`src/rtl/fetch_queue.sv`:
```
// fetch_queue: instruction prefetch queue with credit-limited fetch, redirect discard, optional empty-queue bypass (FETCH_QUEUE_BYPASS_EN)
module fetch_queue #(
  parameter int DEPTH = 4,
  parameter logic [31:0] RESET_PC = 32'h0000_0000
) (
  input  logic        i_clk,
  input  logic        i_reset,
  output logic        o_memReq,
  output logic [31:0] o_memAddr,
  input  logic        i_memGnt,
  input  logic        i_memRvalid,
  input  logic [31:0] i_memRdata,
  output logic        o_valid,
  output logic [31:0] o_inst,
  output logic [31:0] o_pc,
  input  logic        i_ready,
  input  logic        i_redirect,
  input  logic [31:0] i_redirectPC
);
  localparam int AW = $clog2(DEPTH);
  localparam int CW = AW + 1;
  logic [31:0] inst_q [DEPTH];
  logic [31:0] pc_q [DEPTH];
  logic [AW-1:0] rptr, wptr;
  logic [CW-1:0] count, outstanding, discard, out_next;
  logic [31:0] fetch_pc, rsp_pc;
  logic gnt, accept, bypass, live, push, pop;
  assign o_memReq = !i_reset && !i_redirect && (count + outstanding < CW'(DEPTH));
  assign o_memAddr = fetch_pc;
  assign gnt = o_memReq && i_memGnt;
  assign accept = i_memRvalid && !i_redirect && discard == '0;
  assign out_next = outstanding + CW'(gnt) - CW'(i_memRvalid);
`ifdef FETCH_QUEUE_BYPASS_EN
  assign bypass = accept && !i_reset && count == '0;
`else
  assign bypass = 1'b0;
`endif
  assign live = !i_reset && count != '0;
  assign o_valid = bypass || live;
  assign o_inst = bypass ? i_memRdata : live ? inst_q[rptr] : '0;
  assign o_pc = bypass ? rsp_pc : live ? pc_q[rptr] : '0;
  assign push = accept && !(bypass && i_ready);
  assign pop = live && i_ready && !i_redirect;
  always_ff @(posedge i_clk) begin
    if (push) begin
      inst_q[wptr] <= i_memRdata;
      pc_q[wptr] <= rsp_pc;
    end
  end
  always_ff @(posedge i_clk) begin
    if (i_reset) begin
      fetch_pc <= RESET_PC;
      rsp_pc <= RESET_PC;
      rptr <= '0;
      wptr <= '0;
      count <= '0;
      outstanding <= '0;
      discard <= '0;
    end else begin
      outstanding <= out_next;
      if (i_redirect) begin
        fetch_pc <= {i_redirectPC[31:2], 2'b00};
        rsp_pc <= {i_redirectPC[31:2], 2'b00};
        rptr <= '0;
        wptr <= '0;
        count <= '0;
        discard <= out_next;
      end else begin
        if (gnt) fetch_pc <= fetch_pc + 32'd4;
        if (discard != '0 && i_memRvalid) discard <= discard - 1'b1;
        if (accept) rsp_pc <= rsp_pc + 32'd4;
        if (push) wptr <= wptr + 1'b1;
        if (pop) rptr <= rptr + 1'b1;
        count <= count + CW'(push) - CW'(pop);
      end
    end
  end
endmodule

```
`config.mk`:
```
export PLATFORM = sky130hd
export DESIGN_NAME = fetch_queue
export DESIGN_NICKNAME = d
export VERILOG_FILES = /design/src/rtl/fetch_queue.sv
export SDC_FILE = /design/constraint.sdc
export NUM_CORES = 1
export LEC_CHECK = 0
export CORE_ASPECT_RATIO = 1.4
export CORE_MARGIN = 2
export CORE_UTILIZATION = 45
export CTS_CLUSTER_DIAMETER = 150
export DETAILED_ROUTE_END_ITERATION = 16
export GPL_TIMING_DRIVEN = 0
export MAX_ROUTING_LAYER = met4
export PLACE_DENSITY_LB_ADDON = 0.15
export SYNTH_ARGS = -nofsm -noshare
export SYNTH_HDL_FRONTEND = slang
export SYNTH_SLANG_ARGS = --single-unit
```
`constraint.sdc`:
```
create_clock -name i_clk -period 3.6 [get_ports i_clk]
set_input_delay 0.72 -clock i_clk [delete_from_list [all_inputs] [get_ports i_clk]]
set_output_delay 0.72 -clock i_clk [all_outputs]
set_load 0.02 [all_outputs]
```
After elaboration in Yosys (flattened, before gate mapping)
Memory sizes are Yosys's and may differ from the RTL's. A register that Yosys moved wholly into a read port is not among the register bits. Cells that the tools add are included.

Flip-flop bits (word level): 77. Memories: 2. Input port bits: 70. Output and inout bits: 98. Logic and storage cells: 54. Bits in writable memories: 256.

Add/sub/neg operators: 10. Multiplexer cells: 14. Order comparisons: 1. Reductions and logical operators: 18.

Memory list: inst_q (words 4, bits a word 32, rd ports 1, clocked after memory_dff 1, wr ports 1, RTL line 22) `logic [31:0] inst_q [DEPTH];`; pc_q (words 4, bits a word 32, rd ports 1, clocked after memory_dff 1, wr ports 1, RTL line 23) `logic [31:0] pc_q [DEPTH];`.

Operator list (number): $mux 32 (6); $add 32x3->32 const B (2); $logic_and 1x1->1 (9); $mux 2 (4); $add 3x1->3 (2); $mux 3 (2); $reduce_bool 2->1 (3); $reduce_bool 3->1 (2); $sub 3x1->3 (2); $add 2x1->2 const B (2); $add 3x3->3 (1); $logic_not 3->1 (1); $lt 3x3->1 const B (1); $sub 3x1->3 const B (1); $logic_not 1->1 (2); $mux 1 (2); $reduce_or 2->1 (1).

Logic depth before layout (Yosys ltp)
Depth after elaboration: 7. Gate-level depth with buffers: 14. Mapped depth without buffers: 13.

Worst setup path after synthesis
OpenSTA, ideal clock, no wires.

Path kind: in2reg. Start: in i_memRvalid. End: mem inst_q[0][0] (enable). Arrival: 2.778 ns. Stages on the path: 4. Setup time: 0.427 ns. Setup slack: 0.395 ns. Buffers on the path: 1. Required time: 3.173 ns. Cell sequence: nand3b_1 clkbuf_1 nor2_1 and2_1.

Cells in the longest elaborated chain, start to end: 4.

RTL lines: start, declared (RTL line 11) `input logic i_memRvalid,`; $logic_and 1x1->1 (2 in a row) (RTL line 31) `assign accept = i_memRvalid && !i_redirect && discard == '0;`; $mux 1 (RTL line 45) `if (push) begin`; $mux 1 (implied by the code) (RTL line 46) `inst_q[wptr] <= i_memRdata;`; end, declared (RTL line 22).

Every way passes these cells.

Worst setup path in the final report
Start: in i_reset. End: out o_inst[1].

Cells in the longest elaborated chain, start to end: 3.

RTL lines: start, declared (RTL line 7) `input logic i_reset,`; $logic_not 1->1 (RTL line 38) `assign live = !i_reset && count != '0;`; $logic_and 1x1->1 (RTL line 38); $mux 32 (RTL line 40) `assign o_inst = bypass ? i_memRdata : live ? inst_q[rptr] : '0;`; end, declared (RTL line 14) `output logic [31:0] o_inst,`.

Every way passes these cells.

==> impl_metrics.env <==
export IMPL_vdd_drop_max_mv=0.239
export IMPL_yosysWarnings=0
export IMPL_period_needed_ns=3.51
export IMPL_r2r_start="count[1]"
export IMPL_hold_viol_final=0
export IMPL_clkSlewWorstSetupHoldPaths_ns=0.07
export IMPL_powerDensity_nw_per_um2=492
export IMPL_gp_congestion=0.915
export IMPL_rsz0062_at_grt="no"
export IMPL_insertion_delay_ns=0.55
export IMPL_pre_cts_ws_ns=-0.839
export IMPL_drv_cap=0
export IMPL_post_drt_wl_per_cell_um=20.2
export IMPL_synth_seq_cells=323
export IMPL_clock_root_buffer="clkbuf_16"
export IMPL_fin_ws_ns=0.0878
export IMPL_async_flop_share_pct=0
export IMPL_slowest_delay_ns=0.61
export IMPL_cp_slowest_cell="clkdlybuf4s50_1"
export IMPL_reg2reg_to="discard[2]"
export IMPL_port_buffers=161
export IMPL_start_util_pct=46.0
export IMPL_die_w_um=150
export IMPL_fill_cells=2427
export IMPL_placed_cell_area_um2=15700
export IMPL_fin_skew_ns=0.0123
export IMPL_path_max_fanout=10
export IMPL_layout_drive_gt1_share_pct=14.1
export IMPL_yosysUniqueCellTypes=53
export IMPL_relSlewSlack_pct=39.9
export IMPL_utilization_pct=57.3
export IMPL_ant_nets=0
export IMPL_coreArea_um2=29300
export IMPL_track_usage_pct=20.2
export IMPL_vias=8218
export IMPL_ctsHoldBuffers=0
export IMPL_die_y_um=209
export IMPL_slew_viol_final=0
export IMPL_synthFlopType="edfxtp_1"
export IMPL_die_area_um2=31300
export IMPL_grt_pass1_vias=8449
export IMPL_antenna_found_initial=0
export IMPL_grt_pass1_wl_um=47200
export IMPL_crit_type="input pin to output pin"
export IMPL_worst_pin_slew_ns=0.894
export IMPL_worstPathArrival_ns=2.79
export IMPL_path_cells="clkdlybuf4s50_1, clkbuf_2, nor2_4, buf_12, buf_12, clkbuf_2, and2_1, clkdlybuf4s50_1"
export IMPL_htreeDepth=1
export IMPL_cts_tree="done"
export IMPL_grt_max_degree=49
export IMPL_status="complete, no violations"
export IMPL_synthTopCellsByCount="edfxtp_1, dfxtp_1, and2_1"
export IMPL_dpl_hpwl_um=20700
export IMPL_cts_sinks=323
export IMPL_period_share_pct=97.6
export IMPL_seq_area_frac_synth_pct=66.5
export IMPL_crit_end="o_inst[1]"
export IMPL_synth_most_common_cell="edfxtp_1"
export IMPL_syn_area_um2=13400
export IMPL_nets=1178
export IMPL_n_antenna_cell=0
export IMPL_routed_via_density=5.49
export IMPL_cts_made_buffers=30
export IMPL_grt_overflow_total=0
export IMPL_hp_class="flop to flop"
export IMPL_area_growth_pct=24.7
export IMPL_required_ns=2.88
export IMPL_drt_initial_drc_count=415
export IMPL_finalWirelength_um=30300
export IMPL_design_area_um2=16800
export IMPL_rrSetupSlack_ns=0.26
export IMPL_avgSynthCellArea_um2=15.1
export IMPL_ios=168
export IMPL_dr_pass1_iters=5
export IMPL_cp_end_kind="output pin"
export IMPL_leakage_nw=5.47
export IMPL_synthTopCellsByArea="edfxtp_1, dfxtp_1, mux4_2"
export IMPL_num_rows=74
export IMPL_clockBufferDepth=3
export IMPL_crit_path_start_kind="input pin"
export IMPL_synth_top_area_cell="edfxtp_1"
export IMPL_setup_viol=0
export IMPL_reg2regPathDepth=14
export IMPL_synthesis_instances=893
export IMPL_drc_errors=0
export IMPL_startpoint="i_reset"
export IMPL_synth_edf_count=248
export IMPL_fmax_mhz=285
export IMPL_synth_top_area_share_pct=55.4
## area by class of cell
class	count	area, um2	area share (%)
well taps	380	475	2.84
inverters	25	96.3	0.575
clock inverters	13	148	0.880
plain buffers	47	243	1.45
clock buffers	43	893	5.33
multi-input cells	499	4210	25.1
repair buffers	167	1750	10.5
flip-flops and latches	323	8950	53.4
## routing by layer
| metal | GRT usage (%) | wire [um] | vias up |
|---|---|---|---|
| met3 | 2.00 | 1340 | 63 |
| met5 | - | 0 | - |
| met4 | 7.61 | 988 | 0 |
| met2 | 34.7 | 15700 | 251 |
| li1 | - | - | 3827 |
| met1 | 24.5 | 12200 | 4077 |
## layout by cell type (no fill, tap or decap), drive strengths merged, types with 25 or more instances in the layout
master,count
inv,25
nor2,40
nand2,59
dfxtp,75
nand3,25
and2,73
clkdlybuf4s50,161
clkbuf,74
edfxtp,248
mux4,62
## flip-flops by register name, summed over array words and instances, names as in the netlist, named ones only
signal       cells
inst_q         128
pc_q           120
o_memAddr       30
rsp_pc          30
count            3
discard          3
outstanding      3
rptr             2
wptr             2
## cell families (layout without fill, tap and decap cells)
family                   Yosys count  after routing  share of synthesized area (%)
flip-flops                       323            323                           66.5
other                              1              4                         0.0279
XOR/XNOR                          41             41                           2.73
multiplexers                      65             65                           10.6
AND/OR/NAND/NOR                  273            273                           11.0
AO/OA/AOI/OAI                    101            101                           5.23
adder cells (fa/ha/maj)           15             15                           1.51
buffers and inverters             74            295                           2.38
## what timing repair did
item / CTS / global route
resized for setup: 18 / 5
buffers inserted: 2 / 0
pin swaps: 1 / 0
setup endpoints to repair: 63 / 41
## stage by stage
| stage | hold slack [ns] | TNS, ns | total power, mW | instances |
|---|---|---|---|---|
| floorplan | 0.458 | 0 | 4.73 | 896 |
| global placement | 0.507 | -456.88 | 5.05 | 1437 |
| detailed placement | 0.530 | -47.84 | 5.06 | 1441 |
| CTS | 0.539 | 0 | 8.33 | 1498 |
| global route | 0.559 | 0 | 8.53 | 1497 |
| finish | 0.535 | 0 | 8.25 | 1497 |
## critical path: cells and delay by family
family / cells / cell delay (ns)
buf+inv: 6 / 1.75
simple gates: 2 / 0.32
## worst min path at each step
stage	endpoint	slack, ns	from	depth (start not counted)
2_1_floorplan	pc_q[0][5]	0.46	rsp_pc[5]	0
3_3_place_gp	rptr[1]	0.51	rptr[1]	2
3_5_place_dp	pc_q[2][5]	0.53	rsp_pc[5]	0
4_1_cts	pc_q[1][5]	0.54	rsp_pc[5]	0
5_1_grt	pc_q[2][5]	0.56	rsp_pc[5]	0
6_report	pc_q[1][5]	0.54	rsp_pc[5]	0
## power breakdown
part	total, mW	switching (mW)	leakage [nW]	internal (mW)
registers	4.27	0.108	2.88	4.17
clock network	3.27	1.33	0.507	1.94
logic	0.709	0.380	2.08	0.329
Power figures use the tool's default switching activity.
